==> src/rtl/codif_bin_a_bcd_pkg.sv <==
// Shared definitions for the binary-to-BCD converter blocks.
//   state_e  : converter FSM encoding (IDLE=0, CONV=1, FIN=2)
//   ITER_MAX : last value of the iteration counter (one step per input bit)
//   CNT_W    : iteration counter width
//   SAT_BCD  : saturated result returned for values above 99
package codif_bin_a_bcd_pkg;

  typedef enum logic [1:0] {
    StIdle = 2'd0,
    StConv = 2'd1,
    StFin  = 2'd2
  } state_e;

  localparam int unsigned ITER_MAX = 6;
  localparam int unsigned CNT_W    = $clog2(ITER_MAX + 1);
  localparam logic [7:0]  SAT_BCD  = 8'h99;

endpackage

==> src/rtl/codif_bin_a_bcd_if.sv <==
// Request/result bundle for codif_bin_a_bcd.
//   start   : conversion request (master -> slave)
//   bin_in  : unsigned binary value (master -> slave)
//   bcd_out : packed BCD result, [7:4] tens, [3:0] units (slave -> master)
//   ovf     : accepted value was above 99 (slave -> master)
//   busy    : converter not idle (slave -> master)
//   done    : one-cycle completion pulse (slave -> master)
interface codif_bin_a_bcd_if #(
  parameter int unsigned ANCHO_BIN = 7,
  parameter int unsigned ANCHO_BCD = 8
) ();

  logic                 start;
  logic [ANCHO_BIN-1:0] bin_in;
  logic [ANCHO_BCD-1:0] bcd_out;
  logic                 ovf;
  logic                 busy;
  logic                 done;

  modport master (
    output start,
    output bin_in,
    input  bcd_out,
    input  ovf,
    input  busy,
    input  done
  );

  modport slave (
    input  start,
    input  bin_in,
    output bcd_out,
    output ovf,
    output busy,
    output done
  );

endinterface

==> src/rtl/ajuste_mas3.sv <==
// Double-dabble digit correction: adds 3 to a BCD nibble that is 5 or more,
// so the following left shift carries into the next digit.
//   din_i  : BCD nibble before correction
//   dout_o : corrected nibble
module ajuste_mas3 (
  input  logic [3:0] din_i,
  output logic [3:0] dout_o
);

  always_comb begin
    dout_o = din_i;
    if (din_i >= 4'd5) begin
      dout_o = din_i + 4'd3;
    end
  end

endmodule

==> src/rtl/codif_bin_a_bcd.sv <==
// Sequential binary-to-BCD converter (shift-and-add-3), one bit per cycle.
// Accepts a value when idle and start is high, runs ITER_MAX+1 double-dabble
// steps, then registers a two-digit BCD result (saturated to 99 with ovf set
// when the value exceeds 99) and pulses done for one cycle.
//   clk   : clock, rising edge
//   rst_n : asynchronous active-low reset
//   bus   : slave side of codif_bin_a_bcd_if (start/bin_in in, results out)
module codif_bin_a_bcd
  import codif_bin_a_bcd_pkg::*;
#(
  parameter int unsigned ANCHO_BIN = 7,
  parameter int unsigned ANCHO_BCD = 8
) (
  input  logic              clk,
  input  logic              rst_n,
  codif_bin_a_bcd_if.slave  bus
);

  state_e               state_q, state_d;
  logic [ANCHO_BIN-1:0] shift_q, shift_d;
  logic [ANCHO_BCD-1:0] scratch_q, scratch_d;
  logic [CNT_W-1:0]     cnt_q, cnt_d;
  logic                 carry_q, carry_d;
  logic [ANCHO_BCD-1:0] bcd_q, bcd_d;
  logic                 ovf_q, ovf_d;
  logic                 done_q, done_d;
  logic                 busy_q, busy_d;

  logic [3:0]           units_adj, tens_adj;
  logic [ANCHO_BCD-1:0] adj;
  logic                 step_carry;
  logic [ANCHO_BCD-1:0] step_scratch;
  logic [ANCHO_BIN-1:0] step_shift;
  logic                 hundreds;

  ajuste_mas3 u_adj_units (
    .din_i  (scratch_q[3:0]),
    .dout_o (units_adj)
  );

  ajuste_mas3 u_adj_tens (
    .din_i  (scratch_q[7:4]),
    .dout_o (tens_adj)
  );

  assign adj = {tens_adj, units_adj};

  // One double-dabble step: corrected digits and the binary shift register
  // move left together; the bit leaving the tens digit is a hundreds digit.
  assign {step_carry, step_scratch, step_shift} = {adj, shift_q, 1'b0};

  // Hundreds are never stored; any carry out of the tens digit (now or in an
  // earlier step) or an out-of-range tens digit means the value is above 99.
  assign hundreds = carry_q | step_carry | (step_scratch[7:4] > 4'd9);

  always_comb begin
    state_d   = state_q;
    shift_d   = shift_q;
    scratch_d = scratch_q;
    cnt_d     = cnt_q;
    carry_d   = carry_q;
    bcd_d     = bcd_q;
    ovf_d     = ovf_q;
    done_d    = 1'b0;

    unique case (state_q)
      StIdle: begin
        if (bus.start) begin
          shift_d   = bus.bin_in;
          scratch_d = '0;
          cnt_d     = '0;
          carry_d   = 1'b0;
          state_d   = StConv;
        end
      end
      StConv: begin
        shift_d   = step_shift;
        scratch_d = step_scratch;
        carry_d   = carry_q | step_carry;
        if (cnt_q == CNT_W'(ITER_MAX)) begin
          bcd_d   = hundreds ? SAT_BCD : step_scratch;
          ovf_d   = hundreds;
          done_d  = 1'b1;
          state_d = StFin;
        end else begin
          cnt_d = cnt_q + CNT_W'(1);
        end
      end
      StFin: begin
        state_d = StIdle;
      end
      default: begin
        state_d = StIdle;
      end
    endcase
  end

  // busy is registered from the next state so it tracks state_q exactly.
  assign busy_d = (state_d != StIdle);

  always_ff @(posedge clk or negedge rst_n) begin
    if (!rst_n) begin
      state_q   <= StIdle;
      shift_q   <= '0;
      scratch_q <= '0;
      cnt_q     <= '0;
      carry_q   <= 1'b0;
      bcd_q     <= '0;
      ovf_q     <= 1'b0;
      done_q    <= 1'b0;
      busy_q    <= 1'b0;
    end else begin
      state_q   <= state_d;
      shift_q   <= shift_d;
      scratch_q <= scratch_d;
      cnt_q     <= cnt_d;
      carry_q   <= carry_d;
      bcd_q     <= bcd_d;
      ovf_q     <= ovf_d;
      done_q    <= done_d;
      busy_q    <= busy_d;
    end
  end

  assign bus.bcd_out = bcd_q;
  assign bus.ovf     = ovf_q;
  assign bus.done    = done_q;
  assign bus.busy    = busy_q;

endmodule

==> src/flat_wrapper.sv <==
// flat-port wrapper written by rule: the top's interface ports become plain ports
module codif_bin_a_bcd_flat import codif_bin_a_bcd_pkg::*;
#(
  parameter int unsigned ANCHO_BIN = 7,
  parameter int unsigned ANCHO_BCD = 8
)
  (clk, rst_n, bus_start, bus_bin_in, bus_bcd_out, bus_ovf, bus_busy, bus_done);
  codif_bin_a_bcd_if #(.ANCHO_BIN(ANCHO_BIN), .ANCHO_BCD(ANCHO_BCD)) bus_i ();
  input  logic clk;
  input  logic rst_n;
  input wire logic [$bits(bus_i.start)-1:0] bus_start;
  input wire logic [$bits(bus_i.bin_in)-1:0] bus_bin_in;
  output wire logic [$bits(bus_i.bcd_out)-1:0] bus_bcd_out;
  output wire logic [$bits(bus_i.ovf)-1:0] bus_ovf;
  output wire logic [$bits(bus_i.busy)-1:0] bus_busy;
  output wire logic [$bits(bus_i.done)-1:0] bus_done;
  assign bus_i.start = bus_start;
  assign bus_i.bin_in = bus_bin_in;
  assign bus_bcd_out = bus_i.bcd_out;
  assign bus_ovf = bus_i.ovf;
  assign bus_busy = bus_i.busy;
  assign bus_done = bus_i.done;
  codif_bin_a_bcd #(.ANCHO_BIN(ANCHO_BIN), .ANCHO_BCD(ANCHO_BCD)) u_core (.clk(clk), .rst_n(rst_n), .bus(bus_i));
endmodule
==> config.mk <==
export PLATFORM = sky130hd
export DESIGN_NAME = codif_bin_a_bcd_flat
export DESIGN_NICKNAME = d
export VERILOG_FILES = /design/src/rtl/codif_bin_a_bcd_pkg.sv /design/src/rtl/codif_bin_a_bcd_if.sv /design/src/rtl/ajuste_mas3.sv /design/src/rtl/codif_bin_a_bcd.sv /design/src/flat_wrapper.sv
export SDC_FILE = /design/constraint.sdc
export NUM_CORES = 1
export LEC_CHECK = 0
export ABC_AREA = 1
export CAP_MARGIN = 20
export CORE_MARGIN = 3
export CORE_UTILIZATION = 53
export DETAILED_ROUTE_END_ITERATION = 10
export PLACE_DENSITY_LB_ADDON = 0.05
export SYNTH_ARGS = -nofsm -noshare
export SYNTH_HDL_FRONTEND = slang
export SYNTH_SLANG_ARGS = --single-unit
==> constraint.sdc <==
create_clock -name clk -period 1.7 [get_ports clk]
set_input_delay 0.34 -clock clk [delete_from_list [all_inputs] [get_ports clk]]
set_output_delay 0.34 -clock clk [all_outputs]
set_load 0.02 [all_outputs]
==> impl_metrics.py, run 1 <==
metrics = {
    "run_status": {
        "status": "finished clean",
    },
    "setup_path": {
        "path_class": "flop to output port",
        "required_ps": 1360,
        "endpoint_kind": "output port",
        "path_cells": "clkdlybuf4s50_1",
        "worstPathArrival_ps": 1290,
        "slowest_stage": "clkdlybuf4s50_1",
        "start_kind": "flop",
        "path_buf_inv": 1,
        "crit_path_max_incr_delay_ps": 600,
        "critPathTopFamily": "buffers and inverters",
        "worstPathMaxFanout": 2,
    },
    "detailed_routing": {
        "routedWlPerCell_um": 13.1,
        "via_per_inst": 5.44,
        "route.detailed.drc": 0,
        "wl_met1_mm": 1.29,
        "totalWireLength_mm": 3.08,
        "wl_met3_um": 188,
        "ant_nets": 0,
        "top_layer": "met4",
        "via_count": 1284,
        "routed-wl-met2_mm": 1.56,
        "drt-pass1-iter-count": 4,
        "drt_iter0_markers": 51,
    },
    "floorplan": {
        "ios": 21,
        "num_rows": 18,
        "fp.dieArea_sq_um": 3600,
        "dieHeight_um": 60.0,
        "initial_core_util_pct": 59.2,
        "core_sq_um": 2610,
        "die_w_um": 60.0,
    },
    "cts": {
        "cts_tree": "yes",
        "clkSlewWorstSetupHoldPaths_ps": 90,
        "insertion_delay_ps": 330,
        "cts_root_buf": "clkbuf_4",
        "cts_buffers": 5,
        "clock-sinks": 32,
        "htree_levels": 2,
        "clockBufferDepth": 2,
    },
    "timing": {
        "rsz0062_at_grt": "yes",
        "worstMarginPinSlew_ps": 402,
        "max_clock_freq_mhz": 613,
        "hold_viol": 0,
        "fin_skew_ps": 3.93,
        "setup_viol": 0,
        "slew_headroom_pct": 73.2,
        "maxSlewViolCount": 0,
        "fin_crit_ps": 1630,
        "finalCritPeriodShare_pct": 95.9,
    },
    "placement": {
        "io_buffers": 20,
        "dp.cells": 227,
        "gp_congestion": 0.950,
        "dp_hpwl_mm": 2.23,
    },
    "synthesis": {
        "yosysSeqAreaShare_pct": 51.8,
        "synthArstFlopShare_pct": 100,
        "syn_nets": 192,
        "synth_edf_count": 0,
        "yosysTopAreaCellShare_pct": 51.8,
        "synth_area_per_cell_sq_um": 8.79,
        "synth.area.top_cells": "dfrtp_1 (52%), nand2_1 (11%), inv_1 (6.3%)",
        "synth_top_area_cell": "dfrtp_1",
        "synth_cell_types": 28,
        "syn_inst": 176,
        "synth_seq_cells": 32,
        "yosys_warnings": 0,
        "syn-cell-area_sq_um": 1550,
        "synth_ff_type": "dfrtp_1",
    },
    "grt": {
        "antenna_found_initial": 0,
        "grtUsageTotal_pct": 20.1,
        "grt_pass1_wl_mm": 5.25,
        "grt_max_degree": 33,
        "grt_pass1_vias": 1213,
        "overflow": 0,
    },
    "power_and_ir_drop": {
        "vdd_drop_max_v": 0.00135,
        "p_per_area_nw_per_um2": 1950,
        "leakage_nw": 0.940,
    },
    "cells_and_area": {
        "final_common_cell": "nand2_1",
        "nNetsFinal": 221,
        "multi_input_area_sq_um": 642,
        "drive_above_1_share_pct": 12.6,
        "final.fill_count": 229,
        "final_cells": 236,
        "final_cell_mix": "nand2_1 (42), dfrtp_1 (32), inv_1 (25)",
        "antenna_cells": 0,
        "final_util_pct": 71.9,
        "syn_to_final_growth_pct": 21.4,
        "seqCellArea_sq_um": 801,
    },
    "run": {
        "maxCapViolCount": 0,
    },
    "worst_hold_path": {
        "worstHoldPathType": "input port to async pin",
    },
}
## synthesized netlist by cell type, types with 2 or more instances
cell       n
nand2_2    2
a221oi_1   6
nand2_1   46
nor3_1     6
nand3_1    8
nand4_1    2
o21ai_0    9
nor2_1    11
o22ai_1    5
dfrtp_1   32
ha_1       6
inv_2      2
inv_1     26
## path summary, 6_finish.rpt
kind	to	depth (start not counted)	slack, ps	from
max	bus_bcd_out[4]	1	70	u_core.bus.bcd_out[4]
min	u_core.bus.bcd_out[5]	2	400	rst_n
max reg2reg	u_core.bus.bcd_out[2]	9	80	u_core.scratch_q[0]
min reg2reg	u_core.bus.bcd_out[6]	2	490	u_core.bus.bcd_out[6]
max in group asynchronous	u_core.shift_q[5]	2	1010	rst_n
min in group clk	u_core.bus.bcd_out[6]	2	490	u_core.bus.bcd_out[6]
## cell families after synthesis
| logic type | share of synthesized area [%] |
|---|---|
| buffers and inverters | 7.52 |
| XOR/XNOR | 0.566 |
| multiplexers | 0.647 |
| AO/OA/AOI/OAI | 10.4 |
| flip-flops | 51.8 |
| AND/OR/NAND/NOR | 24.2 |
| adder cells (fa/ha/maj) | 4.85 |
## metal layers
metal  vias to the layer above  global-route usage, %
li1                        628                      -
met1                       611                   23.6
met2                        38                   33.8
met3                         7                   6.48
met4                         0                   7.91
met5                         -                      0
## cell type report
type                            count  area share [%]
Sequential cell                    32            42.6
Multi-Input combinational cell    114            34.2
Inverter                           29            5.93
Clock buffer                        8            3.13
Timing Repair Buffer               23            12.1
Tap cell                           30            2.00
## registers in the layout (all words and copies together) (netlist names)
signal / count
u_core.cnt_q: 3
u_core.shift_q: 7
u_core.carry_q: 1
u_core.bus.busy: 1
u_core.scratch_q: 8
u_core.state_q: 2
u_core.bus.done: 1
u_core.bus.bcd_out: 8
u_core.bus.ovf: 1
## power breakdown
group / internal [mW] / switching [mW] / leakage (nW)
Clock: 0.204 / 0.241 / 0.0326
Sequential: 1.10 / 0.198 / 0.390
Combinational: 0.731 / 1.18 / 0.517
Total: 2.04 / 1.62 / 0.940
## timing repair
action,4_1_cts,5_1_grt
setup endpoints to repair,0,9
hold buffers,0,0
resized for setup,0,8
setup buffers,0,1
## per-stage QoR
step / hold WS (ps) / total power [mW] / setup WS (ps) / TNS, ps / cell area, sq um
floorplan: 44.4 / 2.60 / 288 / 0 / 1550
global placement: 463 / 3.08 / 102 / 0 / 1790
detailed placement: 469 / 3.17 / 71.4 / 0 / 1790
CTS: 390 / 3.63 / 15.1 / 0 / 1850
global route: 401 / 4.00 / -34.8 / -92.6 / 1880
finish: 398 / 3.66 / 69.3 / 0 / 1880
No activity file was read; power rests on OpenSTA's default activity.
==> inputs of run 2 (changes only) <==
- CORE_UTILIZATION: 53 -> 54
- SKIP_LAST_GASP: default -> 1
- SYNTH_HIERARCHICAL: default -> 1
==> run 2 against run 1 <==
Synthesized area rose by 9.3%. Power grew 7.1%. Combinational power is 13% higher. Sequential power barely moved. Flip-flop and latch count unchanged. Register-to-register slack improved by 40 ps. Cell area rose by 8.0%. Via count increased by 8.6%. Sequential share of layout area fell by 3.2 points. Critical path depth unchanged.
==> impl_metrics.py, run 2 <==
metrics = {
    "timing": {
        "finalCritPeriodShare_pct": 96.1,
        "hold_viol": 0,
        "fin_crit_ps": 1630,
        "setup_viol": 0,
        "hold_slack_ps": 403,
        "worstMarginPinSlew_ps": 414,
        "fin_skew_ps": 12.7,
        "maxSlewViolCount": 0,
        "slew_headroom_pct": 72.4,
        "max_clock_freq_mhz": 612,
        "finalWorstSetupSlack_ps": 66.7,
    },
    "synthesis": {
        "syn-cell-area_sq_um": 1690,
        "synthArstFlopShare_pct": 100,
        "synth_area_per_cell_sq_um": 8.37,
        "yosysTopAreaCellShare_pct": 47.4,
        "yosys_warnings": 6,
        "yosysMostFrequentCell": "nand2_1",
        "synth_seq_cells": 32,
        "synth_ff_type": "dfrtp_1",
        "yosys-top-cells-count": "nand2_1 (77), dfrtp_1 (32), inv_1 (16)",
        "synth_cell_types": 20,
        "yosysSeqAreaShare_pct": 47.4,
        "synth.area.top_cells": "dfrtp_1 (47%), nand2_1 (17%), ha_1 (4.4%)",
        "synth_edf_count": 0,
        "syn_inst": 202,
        "synth_top_area_cell": "dfrtp_1",
        "syn_nets": 218,
    },
    "setup_path": {
        "path_class": "flop to output port",
        "worstPathMaxFanout": 2,
        "critPathTopFamily": "buffers and inverters",
        "start_kind": "flop",
        "required_ps": 1360,
        "worstPathArrival_ps": 1290,
        "path_buf_inv": 1,
        "reg2reg_depth": 11,
        "endpoint_kind": "output port",
        "slowest_stage": "clkdlybuf4s50_1",
        "crit_cells": 1,
        "path_cells": "clkdlybuf4s50_1",
        "crit_path_max_incr_delay_ps": 600,
    },
    "cts": {
        "cts_buffers": 5,
        "clock-sinks": 32,
        "clockBufferDepth": 2,
        "htree_levels": 2,
        "cts_tree": "yes",
        "cts_root_buf": "clkbuf_4",
        "clkSlewWorstSetupHoldPaths_ps": 100,
        "insertion_delay_ps": 330,
        "cts_hold_buffers": 0,
    },
    "floorplan": {
        "ios": 21,
        "die_w_um": 62.0,
        "initial_core_util_pct": 58.8,
        "core_sq_um": 2880,
        "num_rows": 19,
        "fp.dieArea_sq_um": 3840,
        "dieHeight_um": 62.0,
    },
    "cells_and_area": {
        "syn_to_final_growth_pct": 20.0,
        "nNetsFinal": 248,
        "drive_above_1_share_pct": 18.9,
        "final_cells": 275,
        "antenna_cells": 0,
        "final_cell_mix": "nand2_1 (76), dfrtp_1 (32), clkdlybuf4s50_1 (15), inv_1 (15), nor2_1 (10)",
        "final.fill_count": 245,
        "final_common_cell": "nand2_1",
    },
    "grt": {
        "use_met2_pct": 39.1,
        "use_met1_pct": 23.2,
        "grt_pass1_vias": 1389,
        "grtUsageTotal_pct": 21.1,
        "overflow": 0,
        "busiest_layer": "met2",
        "grt_max_degree": 33,
        "antenna_found_initial": 0,
        "grt_pass1_wl_mm": 5.85,
        "met3_usage_pct": 3.93,
    },
    "run": {
        "maxCapViolCount": 0,
    },
    "power_and_ir_drop": {
        "vdd_drop_max_v": 0.00110,
        "p_per_area_nw_per_um2": 1930,
        "p_sw_share_pct": 46.1,
        "internal_power_mw": 2.11,
        "power.switching_mw": 1.80,
        "clkPwrFrac_pct": 11.6,
        "comb_power_share_pct": 55.1,
        "seq_power_share_pct": 33.3,
        "leakage_nw": 1.07,
    },
    "detailed_routing": {
        "totalWireLength_mm": 3.50,
        "route.detailed.drc": 0,
        "ant_nets": 0,
        "drt-pass1-iter-count": 4,
        "routedWlPerCell_um": 12.7,
        "via_count": 1394,
        "via_per_inst": 5.07,
        "drt_iter0_markers": 62,
    },
    "placement": {
        "dp_hpwl_mm": 2.52,
        "dp.cells": 263,
        "io_buffers": 20,
        "gp_congestion": 0.900,
        "dp_worst_setup_slack_ps": -26.6,
    },
    "worst_hold_path": {
        "worstHoldPathType": "input port to async pin",
    },
    "run_status": {
        "status": "finished clean",
    },
}
-- run 2: timing repair --
item,4_1_cts,5_1_grt
endpoints found under the setup margin,4,12
pin swaps,0,3
resized for setup,1,11
buffers inserted,2,2
-- run 2: power by group through the flow --
stage	clock [mW]	combinational, mW	sequential, mW
after detailed placement	0	2.06	1.33
after global routing	0.504	2.41	1.35
after floorplan	0	1.44	1.39
after global placement	0	1.98	1.30
after CTS	0.465	2.12	1.30
final	0.455	2.16	1.30
-- run 2: metal layers --
layer,part of all wire [%],up-vias
met1,42,659
met2,53,32
met3,3.8,7
met4,1.6,0
li1,-,696
met5,0,-
-- run 2: worst paths after layout --
path,start,to,slack [ps]
max in group asynchronous,rst_n,u_core/scratch_q[4],990
worst max-delay path,u_core/bus.bcd_out[7],bus_bcd_out[7],70
worst max register to register,u_core/scratch_q[4],u_core/bus.bcd_out[4],120
worst min-delay path,rst_n,u_core/bus.bcd_out[7],400
worst min register to register,u_core/shift_q[5],u_core/shift_q[5],480
min in group clk,u_core/shift_q[5],u_core/shift_q[5],480
-- run 2: layout make-up --
type / instances / area (sq um) / share of cell area [%]
clock buffer: 8 / 58.8 / 2.90
inverter: 22 / 82.6 / 4.07
multi-input combinational: 144 / 768 / 37.9
sequential: 32 / 801 / 39.5
tap: 42 / 52.6 / 2.59
timing repair buffer: 27 / 265 / 13.1
-- run 2: logic make-up after synthesis --
| kind of cell | count (synthesis) | synth area share (%) |
|---|---|---|
| buffers and inverters | 26 | 7.77 |
| XOR/XNOR | 1 | 0.518 |
| AO/OA/AOI/OAI | 19 | 7.03 |
| flip-flops | 32 | 47.4 |
| adder cells (fa/ha/maj) | 6 | 4.44 |
| AND/OR/NAND/NOR | 118 | 32.9 |
-- run 2: through the flow --
stage,instance area [sq um],util (%),power (mW),TNS [ps]
after detailed placement,1920,66.6,3.39,-42.9
after global placement,1920,66.6,3.28,0
final,2030,70.5,3.92,0
after CTS,1990,69.3,3.88,0
after global routing,2030,70.5,4.26,-15.4
after floorplan,1690,-,2.83,0
